**src/rtl/coin_change_dispenser_if.sv**
```systemverilog
// Job/coin/status bundle for coin_change_dispenser.
// The master side is the job source plus the coin mechanism; the slave side is the dispenser.
interface coin_change_dispenser_if;
  logic        load;
  logic [3:0]  five;
  logic [3:0]  ten;
  logic [3:0]  twenty;
  logic [3:0]  fifty;
  logic [3:0]  hundred;
  logic        abort;
  logic        coin_ack;
  logic [4:0]  coin_out;
  logic        coin_valid;
  logic        busy;
  logic        done;
  logic        fault;
  logic [11:0] value_left;
  logic [4:0]  hopper_empty;

  modport master (
    output load, five, ten, twenty, fifty, hundred, abort, coin_ack,
    input  coin_out, coin_valid, busy, done, fault, value_left, hopper_empty
  );

  modport slave (
    input  load, five, ten, twenty, fifty, hundred, abort, coin_ack,
    output coin_out, coin_valid, busy, done, fault, value_left, hopper_empty
  );
endinterface

```
**src/rtl/coin_change_dispenser.sv**
```systemverilog
// Coin-out sequencer: pays latched change counts one coin per valid/ack, largest first.
// Optional HOPPER_COUNT_EN adds per-denomination stock counters and a hopper-empty fault.
module coin_change_dispenser #(
  parameter int unsigned GAP_CYCLES  = 4,
  parameter int unsigned ACK_TIMEOUT = 255,
  parameter int unsigned HOPPER_INIT = 15
) (
  input logic                   clk,
  input logic                   reset,
  coin_change_dispenser_if.slave bus
);

  localparam int unsigned TW = (ACK_TIMEOUT > 1) ? $clog2(ACK_TIMEOUT) : 1;
  localparam int unsigned GW = (GAP_CYCLES > 1) ? $clog2(GAP_CYCLES) : 1;

  if (GAP_CYCLES < 1 || ACK_TIMEOUT < 1 || HOPPER_INIT > 15) begin : g_param_check
    $error("coin_change_dispenser: parameter out of range");
  end

  typedef enum logic [2:0] {
    S_IDLE,
    S_SELECT,
    S_DRIVE,
    S_GAP,
    S_DONE,
    S_FAULT
  } state_t;

  state_t        state, state_nx;
  // Index 0..4 = five, ten, twenty, fifty, hundred; matches the one-hot coin bit positions.
  logic [3:0]    cnt    [5];
  logic [3:0]    cnt_nx [5];
  logic [4:0]    coin_q, coin_nx;
  logic [TW-1:0] timer, timer_nx;
  logic [GW-1:0] gap_cnt, gap_nx;
  logic [4:0]    pick;
  logic          any_left;
  logic          load_any;
  logic [11:0]   value;

`ifdef HOPPER_COUNT_EN
  localparam logic [3:0] HOP_INIT = 4'(HOPPER_INIT);
  logic [3:0] stock    [5];
  logic [3:0] stock_nx [5];
  logic [4:0] empty_q, empty_nx;
  logic [3:0] pick_stock;
`endif

  // Highest nonzero denomination wins because later (larger) indices overwrite.
  always_comb begin
    pick     = '0;
    any_left = 1'b0;
    for (int unsigned i = 0; i < 5; i++) begin
      if (cnt[i] != '0) begin
        pick     = '0;
        pick[i]  = 1'b1;
        any_left = 1'b1;
      end
    end
  end

`ifdef HOPPER_COUNT_EN
  always_comb begin
    pick_stock = '0;
    for (int unsigned i = 0; i < 5; i++) begin
      if (pick[i]) pick_stock = stock[i];
    end
  end
`endif

  assign load_any = |{bus.five, bus.ten, bus.twenty, bus.fifty, bus.hundred};

  always_comb begin
    value = 12'(cnt[0]) * 12'd5  + 12'(cnt[1]) * 12'd10 + 12'(cnt[2]) * 12'd20
          + 12'(cnt[3]) * 12'd50 + 12'(cnt[4]) * 12'd100;
  end

  always_comb begin
    state_nx = state;
    cnt_nx   = cnt;
    coin_nx  = coin_q;
    timer_nx = timer;
    gap_nx   = gap_cnt;
`ifdef HOPPER_COUNT_EN
    stock_nx = stock;
    empty_nx = empty_q;
`endif

    case (state)
      S_IDLE: begin
        coin_nx = '0;
        if (bus.load) begin
          cnt_nx[0] = bus.five;
          cnt_nx[1] = bus.ten;
          cnt_nx[2] = bus.twenty;
          cnt_nx[3] = bus.fifty;
          cnt_nx[4] = bus.hundred;
          state_nx  = load_any ? S_SELECT : S_DONE;
        end
      end

      S_SELECT: begin
        if (!any_left) begin
          state_nx = S_DONE;
`ifdef HOPPER_COUNT_EN
        end else if (pick_stock == '0) begin
          empty_nx = pick;
          state_nx = S_FAULT;
`endif
        end else begin
          coin_nx  = pick;
          timer_nx = '0;
          state_nx = S_DRIVE;
        end
      end

      S_DRIVE: begin
        if (bus.coin_ack) begin
          for (int unsigned i = 0; i < 5; i++) begin
            if (coin_q[i]) begin
              cnt_nx[i] = cnt[i] - 4'd1;
`ifdef HOPPER_COUNT_EN
              stock_nx[i] = stock[i] - 4'd1;
`endif
            end
          end
          coin_nx  = '0;
          gap_nx   = '0;
          state_nx = S_GAP;
        end else if (timer == TW'(ACK_TIMEOUT - 1)) begin
          coin_nx  = '0;
          state_nx = S_FAULT;
        end else begin
          timer_nx = timer + TW'(1);
        end
      end

      S_GAP: begin
        if (gap_cnt == GW'(GAP_CYCLES - 1)) begin
          state_nx = any_left ? S_SELECT : S_DONE;
        end else begin
          gap_nx = gap_cnt + GW'(1);
        end
      end

      S_DONE:  state_nx = S_IDLE;
      S_FAULT: state_nx = S_FAULT;
      default: state_nx = S_IDLE;
    endcase

    // Abort overrides every branch above, including an ack in the same cycle.
    if (bus.abort && state != S_IDLE) begin
      state_nx = S_IDLE;
      coin_nx  = '0;
      for (int unsigned i = 0; i < 5; i++) cnt_nx[i] = '0;
`ifdef HOPPER_COUNT_EN
      stock_nx = stock;
      empty_nx = '0;
`endif
    end
  end

  always_ff @(posedge clk) begin
    if (!reset) begin
      state   <= S_IDLE;
      coin_q  <= '0;
      timer   <= '0;
      gap_cnt <= '0;
      for (int unsigned i = 0; i < 5; i++) cnt[i] <= '0;
`ifdef HOPPER_COUNT_EN
      for (int unsigned i = 0; i < 5; i++) stock[i] <= HOP_INIT;
      empty_q <= '0;
`endif
    end else begin
      state   <= state_nx;
      coin_q  <= coin_nx;
      timer   <= timer_nx;
      gap_cnt <= gap_nx;
      for (int unsigned i = 0; i < 5; i++) cnt[i] <= cnt_nx[i];
`ifdef HOPPER_COUNT_EN
      for (int unsigned i = 0; i < 5; i++) stock[i] <= stock_nx[i];
      empty_q <= empty_nx;
`endif
    end
  end

  assign bus.coin_valid = (state == S_DRIVE);
  assign bus.coin_out   = (state == S_DRIVE) ? coin_q : '0;
  assign bus.busy       = (state != S_IDLE);
  assign bus.done       = (state == S_DONE);
  assign bus.fault      = (state == S_FAULT);
  assign bus.value_left = value;
`ifdef HOPPER_COUNT_EN
  assign bus.hopper_empty = empty_q;
`else
  assign bus.hopper_empty = '0;
`endif

endmodule

```
**src/flat_wrapper.sv**
```systemverilog
// flat-port wrapper written by rule: the top's interface ports become plain ports
module coin_change_dispenser_flat 
#(
  parameter int unsigned GAP_CYCLES  = 4,
  parameter int unsigned ACK_TIMEOUT = 255,
  parameter int unsigned HOPPER_INIT = 15
)
  (clk, reset, bus_load, bus_five, bus_ten, bus_twenty, bus_fifty, bus_hundred, bus_abort, bus_coin_ack, bus_coin_out, bus_coin_valid, bus_busy, bus_done, bus_fault, bus_value_left, bus_hopper_empty);
  coin_change_dispenser_if bus_i ();
  input logic clk;
  input logic reset;
  input wire logic [$bits(bus_i.load)-1:0] bus_load;
  input wire logic [$bits(bus_i.five)-1:0] bus_five;
  input wire logic [$bits(bus_i.ten)-1:0] bus_ten;
  input wire logic [$bits(bus_i.twenty)-1:0] bus_twenty;
  input wire logic [$bits(bus_i.fifty)-1:0] bus_fifty;
  input wire logic [$bits(bus_i.hundred)-1:0] bus_hundred;
  input wire logic [$bits(bus_i.abort)-1:0] bus_abort;
  input wire logic [$bits(bus_i.coin_ack)-1:0] bus_coin_ack;
  output wire logic [$bits(bus_i.coin_out)-1:0] bus_coin_out;
  output wire logic [$bits(bus_i.coin_valid)-1:0] bus_coin_valid;
  output wire logic [$bits(bus_i.busy)-1:0] bus_busy;
  output wire logic [$bits(bus_i.done)-1:0] bus_done;
  output wire logic [$bits(bus_i.fault)-1:0] bus_fault;
  output wire logic [$bits(bus_i.value_left)-1:0] bus_value_left;
  output wire logic [$bits(bus_i.hopper_empty)-1:0] bus_hopper_empty;
  assign bus_i.load = bus_load;
  assign bus_i.five = bus_five;
  assign bus_i.ten = bus_ten;
  assign bus_i.twenty = bus_twenty;
  assign bus_i.fifty = bus_fifty;
  assign bus_i.hundred = bus_hundred;
  assign bus_i.abort = bus_abort;
  assign bus_i.coin_ack = bus_coin_ack;
  assign bus_coin_out = bus_i.coin_out;
  assign bus_coin_valid = bus_i.coin_valid;
  assign bus_busy = bus_i.busy;
  assign bus_done = bus_i.done;
  assign bus_fault = bus_i.fault;
  assign bus_value_left = bus_i.value_left;
  assign bus_hopper_empty = bus_i.hopper_empty;
  coin_change_dispenser #(.GAP_CYCLES(GAP_CYCLES), .ACK_TIMEOUT(ACK_TIMEOUT), .HOPPER_INIT(HOPPER_INIT)) u_core (.clk(clk), .reset(reset), .bus(bus_i));
endmodule
```
**config.mk**
```make
export PLATFORM = sky130hd
export DESIGN_NAME = coin_change_dispenser_flat
export DESIGN_NICKNAME = d
export VERILOG_FILES = /design/src/rtl/coin_change_dispenser_if.sv /design/src/rtl/coin_change_dispenser.sv /design/src/flat_wrapper.sv
export SDC_FILE = /design/constraint.sdc
export NUM_CORES = 1
export LEC_CHECK = 0
export CAP_MARGIN = 20
export CELL_PAD_IN_SITES_DETAIL_PLACEMENT = 0
export CELL_PAD_IN_SITES_GLOBAL_PLACEMENT = 1
export CORE_MARGIN = 2
export CORE_UTILIZATION = 46
export CTS_CLUSTER_SIZE = 16
export DETAILED_ROUTE_END_ITERATION = 12
export PLACE_DENSITY = 0.85
export SLEW_MARGIN = 5
export SYNTH_ARGS = -nofsm -noshare
export SYNTH_HDL_FRONTEND = slang
export SYNTH_SLANG_ARGS = --single-unit
export TNS_END_PERCENT = 50
```
**constraint.sdc**
```tcl
create_clock -name clk -period 12.1 [get_ports clk]
set_input_delay 2.42 -clock clk [delete_from_list [all_inputs] [get_ports clk]]
set_output_delay 2.42 -clock clk [all_outputs]
set_load 0.05 [all_outputs]
```
==> results.ini <==
[placement]
hpwl_um=7397
gp_congestion=0.8536
io_buffers=45
dp_worst_setup_slack_ps=4188
place_area_um2=4512

[logic_synthesis]
ys.flop_type=dfxtp_1
synth_cells=477
yosysTopAreaCell=ha_1
synth_seq_cells=38
yosysSeqAreaShare_pct=18.74
synthTopCellsByCount=ha_1 (66), inv_1 (50), nand2_1 (44)
ys_warn_count=0
synth_cell_types=60
yosysMostFrequentCell=ha_1
syn_area_per_cell_um2=8.512
yosys-top-cells-area=ha_1 (20%), dfxtp_1 (19%), fa_1 (11%), inv_1 (4.6%), nand2_1 (4.1%)
synth.top_cell.area_share_pct=20.34
synth-edff-count=0
syn_area_um2=4060
async_reset_ff_share_pct=0

[global_route]
antenna_found_initial=0
grt_pass1_vias=3354
grt_max_degree=45
grt-ovfl-total=0
grt_pass1_wl_um=15810
grt_use_total_pct=19.93

[sta]
finalCritPeriodShare_pct=67.88
slew_headroom_pct=41.38
hold_ws_ps=469.3
finalHoldViolCount=0
finalClockSkew_ps=3.971
worst_slew_pin_slew_ps=877.1
fin_tns_setup_ps=0
worst_slack_ps=3886
period_needed_ps=8214
rsz0062_at_grt=false
setup_viol=0
slew_violations=0
max_freq_mhz=121.7

[clock_network]
hold_buffers=0
clockBufferDepth=2
cts.sinks=38
clk_pin_slew_worst_paths_ps=80
htreeDepth=2
clock_latency_ps=290
cts_made_buffers=5
cts_tree=yes
cts_root_buffer=clkbuf_8
ctsResizeCount=0
postCtsSetupBuffers=0

[worst_setup_path]
crit_top_cell=ha_1
cpPeakStageDelay_ps=830
crit_chain=ha_1, ha_1, fa_1, ha_1, ha_1, inv_1, o21bai_1, a21oi_1, xnor2_1, fa_1, fa_1, inv_1, ha_1, nand3_1, o211ai_1, o41ai_1, xnor2_1, clkdlybuf4s50_1
slowest_stage=clkdlybuf4s50_1
cp-end-kind=output port
cp.arrival_ps=5790
critPathLaunchType=register
worstSetupPathType=reg2out
worstPathMaxFanout=6
worst-r2r-cell-count=4
crit_required_ps=9680

[route]
drt_iter0_markers=131
routedWlPerCell_um=14.53
drc=0
drt_pass1_iterations=4
totalWireLength_um=9052
routed-via-count=3371
postRouteAntennaNets=0
viasPerCell=5.411

[hold_path]
hold_depth=2
hold_path.class=reg2reg

[floorplan]
io_pins=51
floorplan.die.height_um=97.95
start_util_pct=47.02
num_rows=34
coreArea_um2=8636
die-area_um2=9594
die_w_um=97.95

[flow_run]
cap_violations=0

[layout]
drive_gt1_share_pct=5.631
fin_area_um2=4621
nNetsFinal=627
diodes=0
area_delta_synth_final_pct=13.81

[run_status]
outcome=completed

[worst paths after layout]
check / start / to / slack, ps
setup / recovery: u_core.cnt[15]$_SDFFE_PP0P_ / bus_value_left[10] / 3890
hold / removal: u_core.gap_cnt[1]$_SDFFE_PN0P_ / u_core.gap_cnt[1]$_SDFFE_PN0P_ / 470
hold reg to reg: u_core.gap_cnt[1]$_SDFFE_PN0P_ / u_core.gap_cnt[1]$_SDFFE_PN0P_ / 470
setup reg to reg: u_core.state[1]$_SDFFE_PP0P_ / u_core.state[0]$_SDFFE_PP0P_ / 9950
[sequential cells by signal, indices dropped and copies added, names as in the netlist]
name	count
u_core.cnt	20
u_core.coin_q	5
u_core.gap_cnt	2
u_core.state	3
u_core.timer	8
[placed cells by master, fill, tap and decap left out, types with 3 or more instances in the layout]
master           synthesis  final
a22oi_1                 10     10
o21bai_1                 5      5
a21o_1                   4      4
conb_1                   1      5
a21oi_1                 19     19
nand2_1                 44     44
o21ai_0                 14     14
xnor2_1                 14     14
a21oi_2                  5      5
clkdlybuf4s50_1          0     45
clkbuf_8                 2      5
nand2b_1                 6      6
a311oi_1                 5      5
nand3b_1                 3      3
nor2_1                  40     40
o21ai_1                 12     12
inv_1                   50     50
nand3_1                 13     13
ha_1                    66     66
nor4_1                   5      5
a211oi_1                 4      4
nor3_1                   5      5
a21boi_0                 3      3
a31oi_1                  5      5
xor2_1                  12     12
nor2b_1                  6      6
fa_1                    22     22
and2_1                   7      7
nand4_1                  7      7
dfxtp_1                 38     38
[layout make-up]
type	instances	area [µm²]
Fill cell	840	4015
Timing Repair Buffer	46	457.9
Clock buffer	5	68.82
Multi-Input combinational cell	372	2967
Clock inverter	3	40.04
Sequential cell	38	760.7
Inverter	51	191.4
Tap cell	108	135.1
[routing by layer]
layer	vias up	track usage (%)	share of wire [%]
li1	1701	-	-
met1	1606	27.97	49
met2	55	32.77	46
met3	9	2.434	3.1
met4	0	4.915	1.5
met5	-	0	0
[critical path, delay by kind of cell (launching register included)]
| family | cells | cell delay, ps |
|---|---|---|
| AO/OA/AOI/OAI | 4 | 740 |
| XOR/XNOR | 2 | 350 |
| adder cells (fa/ha/maj) | 8 | 2920 |
| buffers and inverters | 3 | 970 |
| flip-flops | 1 | 440 |
| AND/OR/NAND/NOR | 1 | 110 |
[metrics by stage]
stage,instances,util (%)
2_1_floorplan,481,-
3_3_place_gp,615,52.25
3_5_place_dp,615,52.25
4_1_cts,623,53.51
5_1_grt,623,53.51
6_report,623,53.51
[cells by family (layout without fill, tap and decap cells)]
kind of cell | count (synthesis) | after routing | synth area share (%)
flops | 38 | 38 | 18.74
xor+xnor | 26 | 26 | 5.609
simple gates | 155 | 155 | 19.72
buf+inv | 71 | 105 | 8.567
compound gates | 98 | 98 | 16.09
fa+ha+maj | 88 | 88 | 31.19
other cells | 1 | 5 | 0.09236
Power is not shown: default switching activity piles up to over one toggle a cycle in this logic, so the estimate is an artifact.
